[src/rtl/fdiv_iter.sv]
// Iterative single-precision divider: radix-2 restoring mantissa division, then one normalize/round cycle.
// Optional FDIV_OVF_SAT_EN: exponent overflow saturates to infinity instead of wrapping.
module fdiv_iter #(
  parameter int unsigned BITS_PER_CYCLE = 1
) (
  input  logic        clk,
  input  logic        rstn,
  input  logic [31:0] x1,
  input  logic [31:0] x2,
  input  logic        in_valid,
  output logic        in_ready,
  output logic [31:0] y,
  output logic        out_valid,
  input  logic        out_ready
);

  localparam int unsigned QW    = 27;
  localparam int unsigned ITER  = QW / BITS_PER_CYCLE;
  localparam int unsigned CNT_W = 5;
  localparam int unsigned MW    = 24;
  localparam int unsigned RW    = 25;
  localparam int unsigned EW    = 10;

  typedef enum logic [1:0] {IDLE, CALC, ROUND, DONE} state_t;

  state_t state, state_nxt;
  logic        in_ready_nxt, out_valid_nxt;
  logic [31:0] y_nxt;

  logic          sign_q, z1_q, z2_q;
  logic [7:0]    e1_q, e2_q;
  logic [MW-1:0] m2_q;
  logic [RW-1:0] rem_q, rem_step;
  logic [QW-1:0] q_q, q_step;
  logic [CNT_W-1:0] cnt_q;

  // BITS_PER_CYCLE restoring steps per clock
  always_comb begin
    rem_step = rem_q;
    q_step   = q_q;
    for (int unsigned i = 0; i < BITS_PER_CYCLE; i++) begin
      if (rem_step >= {1'b0, m2_q}) begin
        q_step   = {q_step[QW-2:0], 1'b1};
        rem_step = rem_step - {1'b0, m2_q};
      end else begin
        q_step   = {q_step[QW-2:0], 1'b0};
      end
      rem_step = {rem_step[RW-2:0], 1'b0};
    end
  end

  logic          norm, g, r, st, rnd_up, e_le0;
  logic [22:0]   mant_pre;
  logic [MW-1:0] mant_sum;
  logic [EW-1:0] e_pre, e_fin;
  logic [31:0]   res;
`ifdef FDIV_OVF_SAT_EN
  logic          e_ovf;
`endif

  // Normalize, round to nearest even, and select special-case results
  always_comb begin
    norm     = q_q[26];
    mant_pre = norm ? q_q[25:3] : q_q[24:2];
    g        = norm ? q_q[2] : q_q[1];
    r        = norm ? q_q[1] : q_q[0];
    st       = (norm & q_q[0]) | (|rem_q);
    e_pre    = EW'(e1_q) - EW'(e2_q) + (norm ? EW'(127) : EW'(126));
    rnd_up   = g & (r | st | mant_pre[0]);
    mant_sum = {1'b0, mant_pre} + MW'(rnd_up);
    e_fin    = mant_sum[23] ? e_pre + EW'(1) : e_pre;
    e_le0    = e_fin[EW-1] | (e_fin == '0);
`ifdef FDIV_OVF_SAT_EN
    e_ovf    = !e_fin[EW-1] && (e_fin >= EW'(255));
`endif
    if (z2_q)       res = {sign_q, 8'hFF, 23'h0};
    else if (z1_q)  res = {sign_q, 31'h0};
    else if (e_le0) res = {sign_q, 31'h0};
`ifdef FDIV_OVF_SAT_EN
    else if (e_ovf) res = {sign_q, 8'hFF, 23'h0};
`endif
    else            res = {sign_q, e_fin[7:0], mant_sum[22:0]};
  end

  always_comb begin
    state_nxt = state;
    y_nxt     = y;
    case (state)
      IDLE:  if (in_valid) state_nxt = CALC;
      CALC:  if (cnt_q == CNT_W'(ITER - 1)) state_nxt = ROUND;
      ROUND: begin
        state_nxt = DONE;
        y_nxt     = res;
      end
      DONE:  if (out_ready) state_nxt = IDLE;
      default: state_nxt = IDLE;
    endcase
    in_ready_nxt  = (state_nxt == IDLE);
    out_valid_nxt = (state_nxt == DONE);
  end

  always_ff @(posedge clk or negedge rstn) begin
    if (!rstn) begin
      state     <= IDLE;
      in_ready  <= 1'b1;
      out_valid <= 1'b0;
      y         <= '0;
    end else begin
      state     <= state_nxt;
      in_ready  <= in_ready_nxt;
      out_valid <= out_valid_nxt;
      y         <= y_nxt;
    end
  end

  // Operand capture on accept; iteration state advances only in CALC
  always_ff @(posedge clk or negedge rstn) begin
    if (!rstn) begin
      sign_q <= 1'b0;
      z1_q   <= 1'b0;
      z2_q   <= 1'b0;
      e1_q   <= '0;
      e2_q   <= '0;
      m2_q   <= '0;
      rem_q  <= '0;
      q_q    <= '0;
      cnt_q  <= '0;
    end else if (state == IDLE && in_valid) begin
      sign_q <= x1[31] ^ x2[31];
      z1_q   <= (x1[30:23] == 8'h00);
      z2_q   <= (x2[30:23] == 8'h00);
      e1_q   <= x1[30:23];
      e2_q   <= x2[30:23];
      m2_q   <= {1'b1, x2[22:0]};
      rem_q  <= {2'b01, x1[22:0]};
      q_q    <= '0;
      cnt_q  <= '0;
    end else if (state == CALC) begin
      rem_q  <= rem_step;
      q_q    <= q_step;
      cnt_q  <= cnt_q + CNT_W'(1);
    end
  end

endmodule

[config.mk]
export PLATFORM = sky130hd
export DESIGN_NAME = fdiv_iter
export DESIGN_NICKNAME = d
export VERILOG_FILES = /design/src/rtl/fdiv_iter.sv
export SDC_FILE = /design/constraint.sdc
export NUM_CORES = 1
export LEC_CHECK = 0
export BUFFER_PORTS_ARGS = -buffer_cell sky130_fd_sc_hd__buf_2
export CAP_MARGIN = 20
export CORE_UTILIZATION = 50
export CTS_CLUSTER_SIZE = 8
export DETAILED_ROUTE_END_ITERATION = 8
export PLACE_DENSITY_LB_ADDON = 0.15
export RECOVER_POWER = 50
export SYNTH_ARGS = -nofsm -noshare
export SYNTH_HDL_FRONTEND = slang
export SYNTH_SLANG_ARGS = --single-unit
[constraint.sdc]
create_clock -name clk -period 5.3 [get_ports clk]
set_input_delay 0.795 -clock clk [delete_from_list [all_inputs] [get_ports clk]]
set_output_delay 0.795 -clock clk [all_outputs]
set_load 0.01 [all_outputs]
==> run metrics, run 1 <==
mux contribution to synthesized area=4.42%; Placed Instances=1266; # rows=47; later-pin clock latency in the skew report=0.42 ns; first-pass iteration count of the detailed router=5; fmax=215 MHz; Synth Instances=991; Pwr Total=0.00800 W; H-tree lvl count=4; worst min-delay path class=flop to flop; Routed Antenna Nets=0; fin crit period=4.65 ns; leading area contributor after synthesis=dfrtp_1; Synth Register Bits=136; Post-CTS Setup Repair Bufs=0; area delta synth->final=14.5%; Synth area leaders=dfrtp_1 39%, nand2_1 8.1%, o21ai_0 5.7%; fin nets=1174; Die Height=133 um; worst rel slew slack=-65.4%; Final Cycle Share=87.8%; crit start category=flop; area of the multi-input gates=4770 um^2; IO buf count=101; antenna fix cells=0; Synth Area in Adders=6.16%; CP endpoint kind=flop; clk sinks=136; RSZ-0062 raised after global routing=false; Ys Warns=0; sequential share of the synthesized area=39.7%; Core ar.=16600 um^2; reg2reg setup slack=0.65 ns; asr flop ratio synth=100%; failing checks=max-capacitance violations, max-slew violations; crit path cell chain=mux2_2 > o41a_1 > ha_1 > nand2_1 > a2111o_1 > nor4_2 > nand4_1 > a31oi_1 > mux2i_1 > xnor2_1 > or4_4 > o2111a_1 > a32o_1; die width=133 um; CP Class=flop to flop; Tightest Pin Transition=2.48 ns; Synth Area in Compound Gates=19.4%; Initial Utilization=51.5%; first-iteration detailed-routing DRC count=449; Req. time, crit path=5.61 ns; Inserted Clock Buffers=17; Mapped Area=8570 um^2; CP max stage delay=0.57 ns; global-route wire length before repair=34500 um; Synth top area share=39.4%; CTS Hold Bufs=0; RD Place Congestion=0.905; post-DR wirelength/cell=16.0 um; Leak Pwr=4.37 nW; Routed WL=20800 um; Max Slew Vio Count=223; die area=17700 um^2; # Max-Cap Violations=4; remaining global-route overflow=0; status=finished, violations left; Most used DFF post-synth=dfrtp_1; vias in the first global route=6912; fin area=9810 um^2; PwrDens=815 nW/um^2; DRC viols=0; Peak supply drop=0.000382 V; clock-pin slew on the worst setup and hold paths=0.06 ns; post-synthesis net count=1100; simple-gate share of the synthesized area=19.2%; Worst EP arrival=4.96 ns; slowest cell on the critical path=or4_4; Fill cells=1503; largest net degree at the start of global routing=99; CTS tree=yes; largest family of logic cells by synthesized area=compound AO/OA/AOI/OAI gates; clock buffer depth=2; Non-Filler Instances=1298; Setup violations, final=0; initial antenna violation count=0; CTS root buf=clkbuf_16; layout cells sized above 1=12.2%; xor and xnor fraction of the mapped netlist area=6.44%; register area=3400 um^2; Post-synth EDFFs=0; most numerous cell in the Yosys netlist=nand2_1; Top Ports=102; GRT Overall Usage=24.5%; setup_tns=0 ns; Via density=5.59; most frequent cells after synthesis=184 x nand2_1, 135 x dfrtp_1, 98 x o21ai_0; Syn Area/Cell=8.65 um^2; Final HPWL DP=14300 um; Gates resized, CTS repair=0; DP Area=9230 um^2; synth unique cells=70; Vias=7252; crit path max fanout=21; final hold vios=0; Clock Skew=0.0117 ns
[power by group]
group	internal (W)	switching, W
clock	0.000807	0.000476
combinational	0.00199	0.00281
sequential	0.00152	0.000390
total	0.00432	0.00368
[sequential cells by signal, summed over array words and instances (netlist names), 2 cells and up]
register and cells:
state 2, e2_q 8, e1_q 8, cnt_q 5, y 32, rem_q 25, q_q 27, m2_q 24
[cells in the final DEF (no fill, tap or decap), drive strengths merged, types with 34 or more instances in the layout]
cell      n
nand2   184
dfrtp   135
o21ai   100
buf      79
a21oi    56
inv      53
clkbuf   51
xnor2    41
ha       39
nand3    34
[metal layers]
layer | GRT usage, % | vias up | wire [um]
met4 | 7.41 | 0 | 365
li1 | - | 3649 | -
met2 | 38.6 | 181 | 9410
met3 | 4.21 | 30 | 878
met5 | 0 | - | 0
met1 | 34.5 | 3392 | 10100
[through the flow]
| stage | utilization (%) | worst slack [ns] | hold WS (ns) |
|---|---|---|---|
| global route | 58.9 | 0.303 | 0.493 |
| detailed placement | 55.5 | 0.644 | 0.443 |
| floorplan | - | 0.446 | 0.418 |
| CTS | 59.3 | 0.632 | 0.457 |
| finish | 58.9 | 0.647 | 0.456 |
| global placement | 55.5 | 0.723 | 0.434 |
[final timing paths]
check,to,from,cells after the start
max reg2reg,y[4],q_q[26],13
min in group asynchronous,m2_q[6],rstn,1
min,m2_q[23],m2_q[23],2
max,y[4],q_q[26],13
max in group asynchronous,in_ready,rstn,2
min reg2reg,m2_q[23],m2_q[23],2
[critical path, delay by kind of cell, from the launching register on]
kind | cells | cell delay [ns]
AOI/OAI and AO/OA | 5 | 1.87
and+or+nand+nor | 4 | 1.44
muxes | 2 | 0.51
DFF | 1 | 0.43
adders and majority gates | 1 | 0.18
xor gates and xnor gates | 1 | 0.10
[kinds of logic after synthesis]
family / after synthesis
compound gates: 259
xor+xnor: 63
flops: 136
fa+ha+maj: 41
mux: 37
simple gates: 349
buf+inv: 106
[layout make-up]
type,instances,share of cell area [%]
multi-input cells,749,48.6
flip-flops and latches,136,34.7
repair buffers,111,5.45
clock buffers,19,4.52
well taps,220,2.81
clock inverters,13,1.98
inverters,50,1.91
(Power assumes the default switching activity.)
==> run 2, diff against run 1 <==
--- a/config.mk
+++ b/config.mk
@@ -7,7 +7,9 @@
 export LEC_CHECK = 0
 export BUFFER_PORTS_ARGS = -buffer_cell sky130_fd_sc_hd__buf_2
 export CAP_MARGIN = 20
-export CORE_UTILIZATION = 50
+export CELL_PAD_IN_SITES_DETAIL_PLACEMENT = 1
+export CELL_PAD_IN_SITES_GLOBAL_PLACEMENT = 1
+export CORE_UTILIZATION = 45
 export CTS_CLUSTER_SIZE = 8
 export DETAILED_ROUTE_END_ITERATION = 8
 export PLACE_DENSITY_LB_ADDON = 0.15
==> run 2 against run 1 <==
  * The flow finishes with violations (design-rule violations, max-capacitance violations, max-slew violations)
  * Sequential share of layout area grew 0.22 points
  * Clock-buffer cell count shrank 1
  * Largest cell class unchanged
  * Highest routed layer unchanged
  * Clock power fell by 9%
  * Die area is 11% higher
==> run metrics, run 2 (synthesis gave the netlist of run 1 again) <==
first-pass iteration count of the detailed router=8 (was 5); Vias=7460 (was 7252); worst min-delay path class=flop to flop (unchanged); Setup violations, final=0 (unchanged); global-route wire length before repair=39800 um (was 34500 um); remaining global-route overflow=0 (unchanged); later-pin clock latency in the skew report=0.43 ns (was 0.42 ns); Final Cycle Share=90.4% (was 87.8%); clk sinks=136 (unchanged); crit start category=flop (unchanged); Post-CTS Setup Repair Bufs=0 (unchanged); Req. time, crit path=5.61 ns (about the same); commonest non-fill, non-tap cell in the layout=nand2_1 (unchanged); register area=3400 um^2 (unchanged); Clock Skew=0.0121 ns (was 0.0117 ns); Largest regs=y: 32 flops, q_q: 27 flops, rem_q: 25 flops (unchanged); Max Slew Vio Count=213 (was 223); layout cells sized above 1=11.7% (was 12.2%); Largest register FFs=32 (unchanged); Top Ports=102 (unchanged); Core ar.=18700 um^2 (was 16600 um^2); Die Height=140 um (was 133 um); failing checks=design-rule violations, max-capacitance violations, max-slew violations (was max-capacitance violations, max-slew violations); Peak supply drop=0.000360 V (was 0.000382 V); CTS Hold Bufs=0 (unchanged); fmax=209 MHz (was 215 MHz); clock buffer depth=2 (unchanged); Worst EP arrival=5.10 ns (was 4.96 ns); area delta synth->final=13.7% (was 14.5%); post-DR wirelength/cell=18.3 um (was 16.0 um); fin nets=1174 (unchanged); # rows=50 (was 47); Tightest Pin Transition=2.55 ns (was 2.48 ns); fin area=9750 um^2 (was 9810 um^2); Final HPWL DP=17000 um (was 14300 um); Initial Utilization=45.8% (was 51.5%); Fill cells=2238 (was 1503); Via density=5.69 (was 5.59); Top reg by flops=y (unchanged); die area=19600 um^2 (was 17700 um^2); initial antenna violation count=0 (unchanged); IO buf count=101 (unchanged); DRC viols=1 (was 0); most frequent cells in the layout=184 x nand2_1, 135 x dfrtp_1, 98 x o21ai_0 (unchanged); clock-pin slew on the worst setup and hold paths=0.06 ns (about the same); Leak Pwr=4.32 nW (was 4.37 nW); status=finished, violations left (unchanged); vias in the first global route=7718 (was 6912); first-iteration detailed-routing DRC count=408 (was 449); die width=140 um (was 133 um); H-tree lvl count=4 (unchanged); CP endpoint kind=flop (unchanged); Routed Antenna Nets=0 (unchanged); CTS root buf=clkbuf_16 (unchanged); RSZ-0062 raised after global routing=false (unchanged); RD Place Congestion=0.854 (was 0.905); final hold slack=0.458 ns (was 0.456 ns); fin crit period=4.79 ns (was 4.65 ns); worst rel slew slack=-69.7% (was -65.4%); crit path max fanout=21 (unchanged); Gates resized, CTS repair=0 (unchanged); final hold vios=0 (unchanged); setup_tns=0 ns (unchanged); largest net degree at the start of global routing=103 (was 99); area of the multi-input gates=4760 um^2 (was 4770 um^2); DP Area=9250 um^2 (was 9230 um^2); CP Class=flop to flop (unchanged); Inserted Clock Buffers=17 (unchanged); # Max-Cap Violations=4 (unchanged); antenna fix cells=0 (unchanged); GRT Overall Usage=25.6% (was 24.5%); CTS tree=yes (unchanged); Routed WL=24000 um (was 20800 um); PwrDens=829 nW/um^2 (was 815 nW/um^2)
## run 2: changes by cell type in the layout (fill, tap and decap cells not counted)
| cell | delta |
|---|---|
| buf_2 | -5 |
| bufinv_16 | -3 |
| clkbuf_1 | +3 |
| clkinv_2 | +3 |
| clkinvlp_4 | +2 |
| buf_4 | +1 |
| clkinv_4 | -1 |
| nand2b_1 | +1 |
| nand2b_2 | -1 |
| nor2b_1 | +1 |
| nor2b_2 | -1 |
## run 2: worst max-delay path: stages (launching register included)
cell and delay, ns:
dfrtp_1 0.44, mux2_2 0.26, o41a_1 0.15, ha_1 0.18, nand2_1 0.08, a2111o_1 0.50, nor4_2 0.54, nand4_1 0.29
a31oi_1 0.35, mux2i_1 0.29, xnor2_1 0.12, or4_4 0.58, o2111a_1 0.51, a32o_1 0.36
## run 2: area by class of cell
cell class                 count  area share [%]
tap                          234            3.00
multi-input combinational    749            48.9
inverter                      50            1.93
sequential                   136            34.9
clock inverter                14            1.28
clock buffer                  18            4.51
timing repair buffer         111            5.46
## run 2: per-layer routing
| metal | part of all wire [%] | track usage (%) |
|---|---|---|
| met1 | 47 | 34.1 |
| met2 | 49 | 44.1 |
| met3 | 2.7 | 3.79 |
| met4 | 0.78 | 5.15 |
| met5 | 0 | 0 |
## run 2: final timing paths
check | start | endpoint | slack, ns | cells after the start
setup reg to reg | q_q[26] | y[4] | 0.51 | 13
hold / removal | m2_q[23] | m2_q[23] | 0.46 | 2
hold reg to reg | m2_q[23] | m2_q[23] | 0.46 | 2
min in group asynchronous | rstn | z2_q | 1.12 | 1
setup / recovery | q_q[26] | y[4] | 0.51 | 13
max in group asynchronous | rstn | m2_q[23] | 1.19 | 2
## run 2: report_power, final
part | total (W) | internal [W] | switching [W]
logic | 0.00500 | 0.00200 | 0.00299
clock network | 0.00116 | 0.000660 | 0.000497
registers | 0.00193 | 0.00152 | 0.000404
## run 2: metrics by stage
stage               util [%]  setup WS [ns]  std cells  power (W)
floorplan                  -          0.446        991    0.00559
global placement        49.4          0.678       1280    0.00675
detailed placement      49.4          0.517       1280    0.00689
CTS                     52.5          0.498       1312    0.00813
global route            52.1          0.218       1312    0.00876
finish                  52.1          0.509       1312    0.00808
